## config.mk

```make
export PLATFORM = sky130hd
export DESIGN_NAME = branch_pc_unit
export DESIGN_NICKNAME = d
export VERILOG_FILES = /design/src/rtl/branch_pkg.sv /design/src/rtl/cond_eval.sv /design/src/rtl/branch_pc_unit.sv
export SDC_FILE = /design/constraint.sdc
export NUM_CORES = 1
export LEC_CHECK = 0
export ABC_AREA = 1
export CAP_MARGIN = 20
export CORE_MARGIN = 5
export CORE_UTILIZATION = 48
export DETAILED_ROUTE_END_ITERATION = 10
export GPL_TIMING_DRIVEN = 0
export PLACE_DENSITY = 0.84
export SYNTH_ARGS = -nofsm -noshare
export SYNTH_HDL_FRONTEND = slang
export SYNTH_SLANG_ARGS = --single-unit
```

## constraint.sdc

```tcl
create_clock -name clk -period 5.1 [get_ports clk]
set_input_delay 1.02 -clock clk [delete_from_list [all_inputs] [get_ports clk]]
set_output_delay 1.02 -clock clk [all_outputs]
set_load 0.005 [all_outputs]
```

## src/rtl/branch_pkg.sv

```systemverilog
// Shared types and constants for the branch / PC unit.
//   br_type_e  : branch kind presented by execute
//   COND_*     : 4-bit ARM condition codes
//   fl_state_e : flush FSM states
package branch_pkg;

  typedef enum logic [1:0] {
    BR_NONE = 2'b00,
    BR_B    = 2'b01,
    BR_COND = 2'b10,
    BR_CBZ  = 2'b11
  } br_type_e;

  localparam logic [3:0] COND_EQ = 4'h0;
  localparam logic [3:0] COND_NE = 4'h1;
  localparam logic [3:0] COND_HS = 4'h2;
  localparam logic [3:0] COND_LO = 4'h3;
  localparam logic [3:0] COND_MI = 4'h4;
  localparam logic [3:0] COND_PL = 4'h5;
  localparam logic [3:0] COND_VS = 4'h6;
  localparam logic [3:0] COND_VC = 4'h7;
  localparam logic [3:0] COND_HI = 4'h8;
  localparam logic [3:0] COND_LS = 4'h9;
  localparam logic [3:0] COND_GE = 4'hA;
  localparam logic [3:0] COND_LT = 4'hB;
  localparam logic [3:0] COND_GT = 4'hC;
  localparam logic [3:0] COND_LE = 4'hD;
  localparam logic [3:0] COND_AL = 4'hE;
  localparam logic [3:0] COND_NV = 4'hF;

  typedef enum logic {
    FL_RUN   = 1'b0,
    FL_FLUSH = 1'b1
  } fl_state_e;

endpackage

```

## src/rtl/cond_eval.sv

```systemverilog
// Combinational ARM condition-code evaluator.
//   cond       : condition code
//   n, z, v, c : architectural flags
//   cond_true  : condition holds
module cond_eval
  import branch_pkg::*;
(
  input  logic [3:0] cond,
  input  logic       n,
  input  logic       z,
  input  logic       v,
  input  logic       c,
  output logic       cond_true
);

  always_comb begin
    cond_true = 1'b1;
    case (cond)
      COND_EQ: cond_true = z;
      COND_NE: cond_true = !z;
      COND_HS: cond_true = c;
      COND_LO: cond_true = !c;
      COND_MI: cond_true = n;
      COND_PL: cond_true = !n;
      COND_VS: cond_true = v;
      COND_VC: cond_true = !v;
      COND_HI: cond_true = c & !z;
      COND_LS: cond_true = !(c & !z);
      COND_GE: cond_true = (n == v);
      COND_LT: cond_true = (n != v);
      COND_GT: cond_true = !z & (n == v);
      COND_LE: cond_true = !(!z & (n == v));
      // AL and the 4'b1111 encoding both execute unconditionally.
      default: cond_true = 1'b1;
    endcase
  end

endmodule

```

## src/rtl/branch_pc_unit.sv

```systemverilog
// Branch resolution, NZVC flag register and program counter.
//   clk, reset        : clock, asynchronous active-high reset
//   stall             : holds all state for the cycle
//   br_type, cond     : branch kind and condition code
//   br_target         : redirect address
//   alu_*             : live ALU flags; update loads them at the next edge
//   PC, flag_*        : architectural state
//   taken             : branch was taken at the last edge
//   flush             : wrong-path squash in progress
module branch_pc_unit #(
  parameter logic [63:0] RESET_PC     = 64'h0,
  parameter int unsigned FLUSH_CYCLES = 1
) (
  input  logic        clk,
  input  logic        reset,
  input  logic        stall,
  input  logic [1:0]  br_type,
  input  logic [3:0]  cond,
  input  logic [63:0] br_target,
  input  logic        alu_zero,
  input  logic        alu_negative,
  input  logic        alu_overflow,
  input  logic        alu_carry_out,
  input  logic        update,
  output logic [63:0] PC,
  output logic        flag_n,
  output logic        flag_z,
  output logic        flag_v,
  output logic        flag_c,
  output logic        taken,
  output logic        flush
);
  import branch_pkg::*;

  localparam logic [2:0] FlushInit = (FLUSH_CYCLES == 0) ? 3'd0 : 3'(FLUSH_CYCLES - 1);

  logic [63:0] pc_q, pc_d;
  logic [3:0]  nzvc_q, nzvc_d;
  logic        taken_q, taken_d;
  fl_state_e   state_q, state_d;
  logic [2:0]  cnt_q, cnt_d;
  logic        cond_true;
  logic        take_now;

  // Registered flags only: an update in this cycle is not visible to B.cond until next cycle.
  cond_eval u_cond_eval (
    .cond      (cond),
    .n         (nzvc_q[3]),
    .z         (nzvc_q[2]),
    .v         (nzvc_q[1]),
    .c         (nzvc_q[0]),
    .cond_true (cond_true)
  );

  always_comb begin
    take_now = 1'b0;
    case (br_type_e'(br_type))
      BR_B:    take_now = 1'b1;
      BR_COND: take_now = cond_true;
      BR_CBZ:  take_now = alu_zero;  // live ALU result, not the flag register
      default: take_now = 1'b0;
    endcase
    if (state_q == FL_FLUSH) begin
      take_now = 1'b0;
    end
  end

  always_comb begin
    pc_d    = take_now ? br_target : pc_q + 64'd4;
    nzvc_d  = nzvc_q;
    taken_d = take_now;
    state_d = state_q;
    cnt_d   = cnt_q;
    if (update && state_q == FL_RUN) begin
      nzvc_d = {alu_negative, alu_zero, alu_overflow, alu_carry_out};
    end
    case (state_q)
      FL_RUN: begin
        if (take_now && FLUSH_CYCLES > 0) begin
          state_d = FL_FLUSH;
          cnt_d   = FlushInit;
        end
      end
      FL_FLUSH: begin
        if (cnt_q == 3'd0) begin
          state_d = FL_RUN;
        end else begin
          cnt_d = cnt_q - 3'd1;
        end
      end
      default: state_d = FL_RUN;
    endcase
  end

  always_ff @(posedge clk or posedge reset) begin
    if (reset) begin
      pc_q    <= RESET_PC;
      nzvc_q  <= 4'b0000;
      taken_q <= 1'b0;
      state_q <= FL_RUN;
      cnt_q   <= 3'd0;
    end else if (!stall) begin
      pc_q    <= pc_d;
      nzvc_q  <= nzvc_d;
      taken_q <= taken_d;
      state_q <= state_d;
      cnt_q   <= cnt_d;
    end
  end

  assign PC     = pc_q;
  assign flag_n = nzvc_q[3];
  assign flag_z = nzvc_q[2];
  assign flag_v = nzvc_q[1];
  assign flag_c = nzvc_q[0];
  assign taken  = taken_q;
  assign flush  = (state_q == FL_FLUSH);

endmodule
```

==> run metrics <==
# IOs=around 150; Arrival @ worst endpoint=3.16 ns; Cell Area, Synth=between 5000 and 6000 um2; share of post-route cells with drive strength above 1=0.0379; final worst slack=2.18 ns; clk buf depth=2; number of H-tree levels=3; Setup TNS Final=0 ns; Lkg Pwr=around 3.7 nW; drt wl/cell=15.3 um; Warnings, synthesis=0; # rows=40; Post-route DRC=0; Hold Slack=0.496 ns; final instance count without filler cells=1255; Final Hold Viols=0; drt first-iter violations=610; post-CTS sizing=0; combined area of the multi-input logic cells=3290 um2; Overflow after GRT=0; IO buf count=147; critical path data required time=between 5 and 6 ns; fill cell count=1073; DR pass1 iterations=6; outcome=finished clean; GR Util All Layers=0.273; die width=~120 um; Worst Setup Path Type=in -> reg; drt total wl=19200 um; crit share post-route=0.572; Slew headroom=0.490; Worst-Margin Slew=0.765 ns; vias per cell=5.20; Primary FF master, synth=dfrtp_1; via count=around 6500; final-report max-slew violation count=0; core footprint=between 10000 and 15000 um2; clk sink count=73; worst min-delay path category=reg -> reg; RSZ-0062 raised after global routing=no; CTS Hold Bufs=0; antenna violations before repair=0; largest net degree at the start of global routing=42; storage element area=around 1800 um2; die height=120 um; vias in the first global route=6364; kind of cell adding the most delay to the critical path=simple AND/OR/NAND/NOR gates; Final setup viols=0; CP Cell Sequence=clkdlybuf4s50_1 -> inv_2 -> nand2_1 -> nand2_1 -> o211ai_1 -> nand2_1 -> nor2_1 -> nand2_1 -> nand2_1 -> nand2_2 -> nand2_4 -> buf_6 -> nand2_1 -> nand3_1 -> nand2_1; area grow syn2layout=34.8%; starting density of the core=0.484; CTS tree=yes; Worst-Skew Late Latency=0.36 ns; routability congestion estimate=0.972; ys async rst share=1.00; first-pass GRT wire length=31300 um; dpl cell area=7440 um2; crit start category=input pin; fin nets=1184; Peak VDD IR=0.224 mV; slowest cell on the critical path=clkdlybuf4s50_1; CP max FO=10; EDFF count, synth=0; Worst setup EP type=flip-flop; DP HPWL=15000 um; power density cells=between 300 and 400 nW/um2; CTS Buf Count=9; root buf cell=clkbuf_16; # diodes=0; Post-CTS Setup Inserts=0; pre-CTS WS=1.87 ns; # Max-Cap Violations=0; sum of buffers and inverters on the critical path=3; DIE AREA=14300 um2; register area share after synthesis=0.317; syn_nets=1025; #FFs+latches synth=between 70 and 80; most used cell along the critical path=nand2_1; Post-Syn Area per Cell=a little over 6 um2; clk_skew=0.00761 ns; Yosys cell types=25; crit path time final=2.92 ns; critical path's largest stage delay=~0.58 ns; Antenna Nets Post-Route=0; final core utilization=0.652; achievable frequency=approximately 340 MHz; Synth Instances=around 940; Final Power=between 2 and 3 mW; Clock Pin Slew Worst Setup and Hold Paths=0.06 ns; area of all placed cells without fillers=7770 um2; Placed Cells=1239
cell families (layout without fill, tap and decap cells):
group | Yosys count | after routing | synth area share
AO/OA/AOI/OAI | 17 | 17 | 0.0165
XOR/XNOR | 56 | 56 | 0.0851
adder cells (fa/ha/maj) | 3 | 3 | 0.00651
buffers and inverters | 157 | 321 | 0.111
flip-flops | 73 | 73 | 0.317
AND/OR/NAND/NOR | 638 | 638 | 0.464
flip-flops by register name, summed over array words and instances, names as in the netlist:
| register | flops |
|---|---|
| flush | 1 |
| nzvc_q | 4 |
| PC | 64 |
| taken | 1 |
| cnt_q | 3 |
worst min-delay path, cell delays in order, from the launching register on:
cell and delay (ns):
dfrtp_1 0.34, nand2_1 0.06, nand2_1 0.06
where the power goes:
group | total (mW) | internal, mW | switching [mW] | leakage (nW)
Combinational | 0.921 | 0.471 | 0.450 | 2.65
Sequential | 0.892 | 0.702 | 0.190 | 0.889
Clock | 0.712 | 0.443 | 0.269 | 0.159
Total | 2.52 | 1.62 | 0.908 | 3.69
cells in the mapped netlist (6+ instances only):
master / n / area [um2]
a21oi_1: 6 / 30.0
buf_1: 8 / 30.0
buf_2: 6 / 30.0
buf_6: 6 / 67.6
clkbuf_1: 11 / 41.3
dfrtp_1: 73 / 1830
inv_1: 121 / 454
nand2_1: 338 / 1270
nand3_1: 150 / 751
nand4_1: 6 / 37.5
nor2_1: 105 / 394
nor3_1: 29 / 145
o21ai_0: 6 / 30.0
xnor2_1: 18 / 158
xor2_1: 38 / 333
placed cells by master (no fill, tap or decap), types with 2 or more instances in the layout:
master,synthesis,final
nand2_1,338,338
nand3_1,150,150
clkdlybuf4s50_1,0,147
inv_1,121,120
nor2_1,105,105
dfrtp_1,73,73
xor2_1,38,38
nor3_1,29,29
xnor2_1,18,18
clkbuf_1,11,11
clkbuf_16,0,9
buf_1,8,8
buf_6,6,6
buf_2,6,6
o21ai_0,6,6
nand4_1,6,6
a21oi_1,6,6
inv_2,5,5
nand3b_1,3,3
o211ai_1,3,3
nor2_2,3,3
ha_1,3,3
nand2_2,2,2
bufinv_16,0,2
final timing paths:
kind | from | endpoint | slack [ns] | cells past startpoint
hold reg to reg | taken$_DFFE_PP0N_ | taken$_DFFE_PP0N_ | 0.50 | 2
setup / recovery | cond[1] | PC[21]$_DFFE_PP0N_ | 2.18 | 15
min in group asynchronous | reset | PC[18]$_DFFE_PP0N_ | 1.02 | 2
setup reg to reg | PC[2]$_DFFE_PP0N_ | PC[50]$_DFFE_PP0N_ | 2.72 | 11
hold / removal | taken$_DFFE_PP0N_ | taken$_DFFE_PP0N_ | 0.50 | 2
max in group asynchronous | reset | PC[54]$_DFFE_PP0N_ | 3.51 | 3
final cells by class:
cell class,instances,area share
clock inverter,6,0.0116
timing repair buffer,148,0.192
inverter,126,0.0612
tap,147,0.0237
sequential,73,0.235
clock buffer,10,0.0308
buffer,31,0.0217
multi-input combinational,714,0.424
layer usage:
metal,vias up,GRT usage,wire [um]
li1,3246,-,-
met1,2985,0.361,8380
met2,259,0.431,8810
met3,38,0.0636,1410
met4,0,0.115,574
met5,-,0,0
Note: power is estimated with default switching activity, not from simulation.
